===== src/rtl/calc_pkg.sv =====
// Shared types and constants for the calculator datapath and its display path.
package calc_pkg;

    typedef enum logic [1:0] {IDLE, SHIFT, DONE} b2b_state_t;

    localparam int          MAX_DISPLAY = 9999;
    localparam logic [15:0] ERR_PATTERN = 16'hEEEE;

endpackage


===== src/rtl/bcd_add3.sv =====
// One shift-and-add-3 correction cell: nibbles of 5 or more get +3 before the next shift.
module bcd_add3 (
    input  logic [3:0] din,
    output logic [3:0] dout
);

    assign dout = (din >= 4'd5) ? din + 4'd3 : din;

endmodule


===== src/rtl/bin2bcd_seq.sv =====
// Sequential binary-to-BCD converter, one bit per clock, result held between conversions.
//
//   state | meaning
//   IDLE  | waiting for start; bin and overflow flag captured on the accepting edge
//   SHIFT | one correct-and-shift step per clock, bitcnt counts down to 1
//   DONE  | publish BCD/ovf together with the done pulse, then back to IDLE
module bin2bcd_seq
    import calc_pkg::*;
#(
    parameter int IN_WIDTH = 14,
    parameter int DIGITS   = 4
) (
    input  logic                  clock,
    input  logic                  reset,
    input  logic                  start,
    input  logic [IN_WIDTH-1:0]   bin,
    output logic                  busy,
    output logic                  done,
    output logic                  ovf,
    output logic [4*DIGITS-1:0]   BCD
);

    localparam int BCD_W = 4 * (DIGITS + 1);
    localparam int SCR_W = BCD_W + IN_WIDTH;
    localparam int CNT_W = $clog2(IN_WIDTH + 1);
    localparam int OUT_W = 4 * DIGITS;

    localparam logic [IN_WIDTH:0] MAX_VAL = (IN_WIDTH + 1)'(10 ** DIGITS - 1);
    localparam logic [OUT_W-1:0]  ERR_VAL = {DIGITS{ERR_PATTERN[3:0]}};

    b2b_state_t         state;
    b2b_state_t         state_nxt;
    logic [SCR_W-1:0]   scratch;
    logic [SCR_W-1:0]   scratch_shf;
    logic [BCD_W-1:0]   bcd_adj;
    logic [CNT_W-1:0]   bitcnt;
    logic               ovf_pend;

    // The extra top nibble lets the full input range convert without loss.
    for (genvar i = 0; i < DIGITS + 1; i++) begin : g_add3
        bcd_add3 u_add3 (
            .din  (scratch[IN_WIDTH + 4*i +: 4]),
            .dout (bcd_adj[4*i +: 4])
        );
    end

    assign scratch_shf = {bcd_adj, scratch[IN_WIDTH-1:0]} << 1;

    always_ff @(posedge clock or posedge reset) begin
        if (reset) begin
            state <= IDLE;
        end else begin
            state <= state_nxt;
        end
    end

    always_comb begin
        state_nxt = state;
        unique case (state)
            IDLE:    if (start) state_nxt = SHIFT;
            SHIFT:   if (bitcnt == CNT_W'(1)) state_nxt = DONE;
            DONE:    state_nxt = IDLE;
            default: state_nxt = IDLE;
        endcase
    end

    always_comb begin
        busy = (state == SHIFT) || (state == DONE);
    end

    always_ff @(posedge clock or posedge reset) begin
        if (reset) begin
            scratch  <= '0;
            bitcnt   <= '0;
            ovf_pend <= 1'b0;
            BCD      <= '0;
            ovf      <= 1'b0;
            done     <= 1'b0;
        end else begin
            done <= 1'b0;
            unique case (state)
                IDLE: begin
                    if (start) begin
                        scratch  <= {{BCD_W{1'b0}}, bin};
                        bitcnt   <= CNT_W'(IN_WIDTH);
                        ovf_pend <= ({1'b0, bin} > MAX_VAL);
                    end
                end
                SHIFT: begin
                    scratch <= scratch_shf;
                    bitcnt  <= bitcnt - CNT_W'(1);
                end
                DONE: begin
                    BCD  <= ovf_pend ? ERR_VAL : scratch[IN_WIDTH +: OUT_W];
                    ovf  <= ovf_pend;
                    done <= 1'b1;
                end
                default: ;
            endcase
        end
    end

endmodule


===== config.mk =====
export PLATFORM = sky130hd
export DESIGN_NAME = bin2bcd_seq
export DESIGN_NICKNAME = d
export VERILOG_FILES = /design/src/rtl/calc_pkg.sv /design/src/rtl/bcd_add3.sv /design/src/rtl/bin2bcd_seq.sv
export SDC_FILE = /design/constraint.sdc
export NUM_CORES = 1
export LEC_CHECK = 0
export BUFFER_PORTS_ARGS = -buffer_cell sky130_fd_sc_hd__buf_2
export CAP_MARGIN = 25
export CELL_PAD_IN_SITES_DETAIL_PLACEMENT = 0
export CELL_PAD_IN_SITES_GLOBAL_PLACEMENT = 2
export CORE_AREA = 3 3 89 91
export DETAILED_ROUTE_END_ITERATION = 8
export DIE_AREA = 0 0 92 94
export GPL_TIMING_DRIVEN = 0
export MAX_ROUTING_LAYER = met4
export PLACE_DENSITY = 0.83
export SLEW_MARGIN = 20
export SYNTH_ARGS = -nofsm -noshare
export SYNTH_HDL_FRONTEND = slang
export SYNTH_SLANG_ARGS = --single-unit

===== constraint.sdc =====
create_clock -name clock -period 1.7 [get_ports clock]
set_input_delay 0.085 -clock clock [delete_from_list [all_inputs] [get_ports clock]]
set_output_delay 0.085 -clock clock [all_outputs]
set_load 0.01 [all_outputs]

# --- Word-level counts from Yosys, hierarchy flattened ---
# Index checks and enable logic that the tools add are counted.
totals:
  reg_bits: 59
  latchBits: 0
  ram_bits: 0
  mem_bits_ro: 0
  in_bits: 17
  output_inout_bits: 19
  n_memories: 0
op_classes:
  addsub: 6
  mul: 0
  div_mod_pow: 0
  order_cmp: 6
  n_eq_ne: 5
  shift: 0
  n_mux: 14
  bitwise_logic: 0
  n_reduce_logical: 6
ops:
  columns: ["operator", "count"]
  rows:
  - ["one-hot mux 34 bit (2 select lines)", 1]
  - ["two-way mux 34 bit", 1]
  - [">= comparator 4 x 3 -> 1 bit (second input constant)", 5]
  - ["two-way mux 4 bit", 5]
  - ["adder 4 x 2 -> 4 bit (second input constant)", 4]
  - ["two-way mux 16 bit", 1]
  - ["> comparator 14 bit (second input constant)", 1]
  - ["one-hot mux 4 bit (2 select lines)", 1]
  - ["AND reduction 2 bit", 3]
  - ["== test 4 x 1 -> 1 bit (second input constant)", 1]
  - ["two-way mux 2 bit", 2]
  - ["!= test 2 bit (second input constant)", 2]
  - ["one-hot mux 2 bit (2 select lines)", 1]
  - ["subtractor 4 x 1 -> 4 bit (second input constant)", 1]
  - ["adder 3 x 2 -> 3 bit (second input constant)", 1]
  - ["two-way mux 3 bit", 1]
  - ["== test 2 x 1 -> 1 bit (second input constant)", 1]
  - ["== test 2 bit (second input constant)", 1]
  - ["logical NOT 2 bit", 1]
  - ["nonzero test 2 bit", 1]
  - ["logical OR 1 bit", 1]
  - ["two-way mux 1 bit", 1]

# --- Depth between registers and ports, before layout ---
depth:
  ltp_word: 3
  ltp_mapped: 8

# --- By module ---
# Synthesis repeated with hierarchy kept, for this count alone.
hier_totals:
  cells_unflattened: 284
  hier_area_um2: 2830.2
modules_own_cells:
  columns: ["mod", "n_inst", "cells_per_inst", "area_per_inst_um2", "seq_area_each_um2"]
  rows:
  - ["bin2bcd_seq", 1, 220, 2424.8, 1376.3]
  - ["bcd_add3", 4, 16, 101.3, 0.0]

# --- Least setup slack after synthesis ---
# No wires, ideal clock.
synth_path:
  path_type: "register to register"
  start: "register state[0]"
  end: "register scratch[17]"
  setup_time_ns: 0.122
  arrival_ns: 1.447
  required_time_ns: 1.578
  slack_ns: 0.131
  path_stages_with_launch: 8
  path_buffers: 1
  cell_sequence: "dfrtp_1 -> inv_1 -> ha_1 -> and2b_4 -> nor2_4 -> buf_4 -> o31ai_1 -> a32o_1"
synth_via:
  elab_chain_cells: 3
  elab_cells_between_ends: 6
synth_rtl:
  columns: ["element", "line_no", "rtl"]
  rows:
  - ["start: declaration", "bin2bcd_seq.sv:31", "b2b_state_t state;"]
  - ["start signal: assignment", "bin2bcd_seq.sv:53", "state <= state_nxt;"]
  - ["== test 2 x 1 -> 1 bit or logical NOT 2 bit (tied branches)", "bin2bcd_seq.sv:81", "unique case (state)"]
  - ["nonzero test 2 bit (no source line) or != test 2 bit (tied branches)", null, null]
  - ["AND reduction 2 bit (no source line)", null, null]
  - ["end signal: assignment", "bin2bcd_seq.sv:84", "scratch <= {{BCD_W{1'b0}}, bin};"]
  - ["end signal: assignment", "bin2bcd_seq.sv:90", "scratch <= scratch_shf;"]
  - ["end: declaration", "bin2bcd_seq.sv:33", "logic [SCR_W-1:0] scratch;"]
# Parallel ways exist; a longest one is shown, timed or not.
# A chain may end at the register's enable or synchronous reset.

# --- Final worst setup path ---
layout_path:
  start: "register state[1]"
  end: "register scratch[17]"
# The elaborated chain is that of the path after synthesis.

==> run_results.csv <==
group,metric,value,unit
sta,fin_crit,1.61,ns
detailed_routing,drtIter0Drc,107,
floorplan,die-height,94,um
worst_setup_path,cpMostUsedCell,"buf_6",
power_and_ir_drop,leakagePower,0.00144,uW
power_and_ir_drop,vdd_drop_max,0.770,mV
floorplan,die_x,92,um
worst_setup_path,critPathMaxFanout,8,
clock_tree,cts_tree,"done",
logic_synthesis,syn_area,2630,um^2
clock_tree,htree_levels,2,
worst_setup_path,r2r_end,"scratch[17]",
clock_tree,cts_made_buffers,5,
floorplan,placementRows,31,
logic_synthesis,synth_largest_area_cell,"dfrtp_1",
logic_synthesis,synth_top_area_share,52.3,%
layout,syn_to_final_growth,18.8,%
outcome,status,"complete, no violations",
place,hpwlAfterDp,3890,um
worst_hold_path,hp-class,"input pin to register",
layout,antenna_cells,0,
sta,slew_viol_final,0,
logic_synthesis,yosys_register_bits,55,
logic_synthesis,synth_commonest_cells,"55 x dfrtp_1, 23 x nor2_1, 18 x inv_1",
global_route,grt_max_degree,56,
logic_synthesis,synthSimpleGateAreaFrac,10.9,%
sta,fin_tns_setup,0,ns
worst_setup_path,critPathCapture,"scratch[17]",
sta,clock_skew,0.00855,ns
worst_setup_path,crit_chain,"inv_2, ha_1, buf_6, nor2_1, nor2_4, buf_6, o31ai_1, a32o_1",
worst_setup_path,slowest_stage,"dfrtp_1",
logic_synthesis,synthAdderAreaFrac,7.13,%
worst_setup_path,startpoint,"state[1]",
logic_synthesis,yosysSeqAreaShare,52.3,%
worst_setup_path,arrival,1.82,ns
logic_synthesis,syn_area_per_cell,10.8,um^2
logic_synthesis,synth_top_family_by_area,"compound AO/OA/AOI/OAI gates",
worst_setup_path,critPathKind,"register to register",
logic_synthesis,syn_nets,276,
sta,worst_slew_pin_slew,0.708,ns
job,max_cap_viol_count,0,
global_route,grt.total_usage,14.0,%
floorplan,initial_core_util,36.5,%
detailed_routing,vias,1939,
global_route,grt_pass1_vias,1919,
logic_synthesis,synthCells,244,
worst_setup_path,start_kind,"register",
detailed_routing,drc,0,
logic_synthesis,synth-edff-count,0,
clock_tree,clk_path_buf_depth,2,
worst_setup_path,cp_slowest_stage_delay,0.40,ns
worst_setup_path,crit_path_end_kind,"register",
place,portBuffers,35,
worst_setup_path,cp_data_required_time,1.91,ns
clock_tree,clkSinkCount,55,
sta,holdWs,0.0475,ns
detailed_routing,dr.pass1.iters,4,
detailed_routing,wire_per_inst,14.5,um
sta,slew_headroom,52.8,%
logic_synthesis,ys_warn_count,0,
place,place_congestion,0.746,
layout,drive_gt1_share,26.5,%
worst_setup_path,reg2reg_slack,0.09,ns
sta,finalSetupViolations,0,
logic_synthesis,synthMuxAreaShare,5.09,%
detailed_routing,ant_nets,0,
clock_tree,root_buffer,"clkbuf_8",
sta,layout_setup_ws,0.0930,ns
detailed_routing,via_per_inst,4.97,
floorplan,pin_count,36,
detailed_routing,wirelength,5670,um
logic_synthesis,async_flop_share,100,%
logic_synthesis,ys_types,38,
logic_synthesis,synth_compound_area_share,17.7,%
sta,max_freq,0.622,GHz
clock_tree,clkTransAtPathRegs,0.10,ns
logic_synthesis,synthFlopType,"dfrtp_1",
sta,period_share,94.5,%
floorplan,die-area,8650,um^2
global_route,grt_pass1_wl,9320,um
power_and_ir_drop,p_per_area,1730,nW/um^2
sta,finalHoldViolations,0,
global_route,grt_antenna_before_repair,0,
worst_setup_path,timing.rr.start,"state[1]",
worst_setup_path,reg2reg_depth,8,
place,detailedPlace.worstSlack,-0.0849,ns
clock_tree,clk_latency,0.31,ns
global_route,gr-total-overflow,0,
floorplan,core_area,7210,um^2
logic_synthesis,synth.most_common_cell,"dfrtp_1",
layout,nets,322,
logic_synthesis,yosys-top-cells-area,"dfrtp_1 52%, ha_1 7.1%, o22ai_1 4.0%",
logic_synthesis,synth_xor_xnor_area_share,1.66,%
==> worst max-delay path: cells and delay by family (launching register included) <==
kind / cells / cell delay (ns)
AOI/OAI and AO/OA: 2 / 0.27
adders and majority gates: 1 / 0.17
buffers and inverters: 3 / 0.39
DFF: 1 / 0.40
and+or+nand+nor: 2 / 0.27
==> where the power goes <==
part	internal, uW	total, uW	leakage, uW	switching [uW]
combinational	1120	2480	0.000705	1370
sequential	1760	2050	0.000676	285
clock	446	897	0.0000558	451
total	3320	5420	0.00144	2100
==> worst min path at each step <==
| stage | startpoint | to | slack (ns) | cells after the start |
|---|---|---|---|---|
| floorplan | bin[13] | ovf_pend | 0.23 | 2 |
| global placement | bin[12] | scratch[12] | 0.37 | 3 |
| detailed placement | reset | scratch[10] | 0.26 | 2 |
| CTS | bin[12] | scratch[12] | 0.04 | 3 |
| global route | bin[8] | scratch[8] | 0.05 | 3 |
| finish | bin[12] | scratch[12] | 0.05 | 3 |
==> sequential cells by signal (all words and copies together) (netlist names) <==
register,cells
ovf_pend,1
state,2
scratch,30
BCD,16
bitcnt,4
done,1
ovf,1
==> kinds of logic after synthesis <==
kind of cell | after synthesis
AOI/OAI and AO/OA | 69
and+or+nand+nor | 58
adders and majority gates | 15
buffers and inverters | 29
DFF | 55
xor gates and xnor gates | 5
muxes | 13
==> stage by stage <==
step           std cells  total power [uW]  utilization, %  instance area [um^2]
2_1_floorplan        244              3700               -                  2630
3_3_place_gp         378              4340            40.6                  2930
3_5_place_dp         378              4380            40.7                  2930
4_1_cts              387              5340            42.6                  3070
5_1_grt              390              5900            43.3                  3130
6_report             390              5420            43.3                  3130
==> timing repair <==
| action | in CTS | in global routing |
|---|---|---|
| pin swaps | 0 | 1 |
| endpoints found under the hold margin | 55 | 0 |
| endpoints found under the setup margin | 26 | 41 |
| cloned | 0 | 1 |
| resized for setup | 4 | 12 |
| buffers inserted | 0 | 2 |
| hold buffers | 1 | 0 |
==> per-layer routing <==
layer | GRT usage [%] | routed length [um] | up-vias
li1 | - | - | 959
met2 | 22.1 | 2550 | 36
met1 | 18.3 | 2820 | 937
met4 | 3.71 | 56 | 0
met5 | - | 0 | -
met3 | 2.96 | 238 | 7
==> layout make-up <==
class / instances / area (um^2)
timing repair buffer: 39 / 205
tap: 99 / 124
multi-input combinational: 160 / 1150
clock buffer: 6 / 72.6
sequential: 55 / 1380
fill: 730 / 4090
buffer: 11 / 90.1
inverter: 18 / 70.1
clock inverter: 2 / 38.8
==> cell usage in the layout, fill, tap and decap left out, drive strengths merged, types with 2 or more instances in the layout <==
cell type	netlist	final
ha	15	15
o31ai	5	5
mux2	3	3
nand3	3	3
a32o	4	4
o21ai	15	15
o22a	8	8
nor2	24	24
clkbuf	0	9
a31oi	2	2
xnor2	4	4
inv	18	19
nand2	14	14
and2b	2	2
o22ai	17	17
mux2i	10	10
nand2b	7	7
a22o	4	4
nor3b	2	2
buf	11	46
a21oi	12	12
dfrtp	55	55
Note: power is estimated with default switching activity, not from simulation.
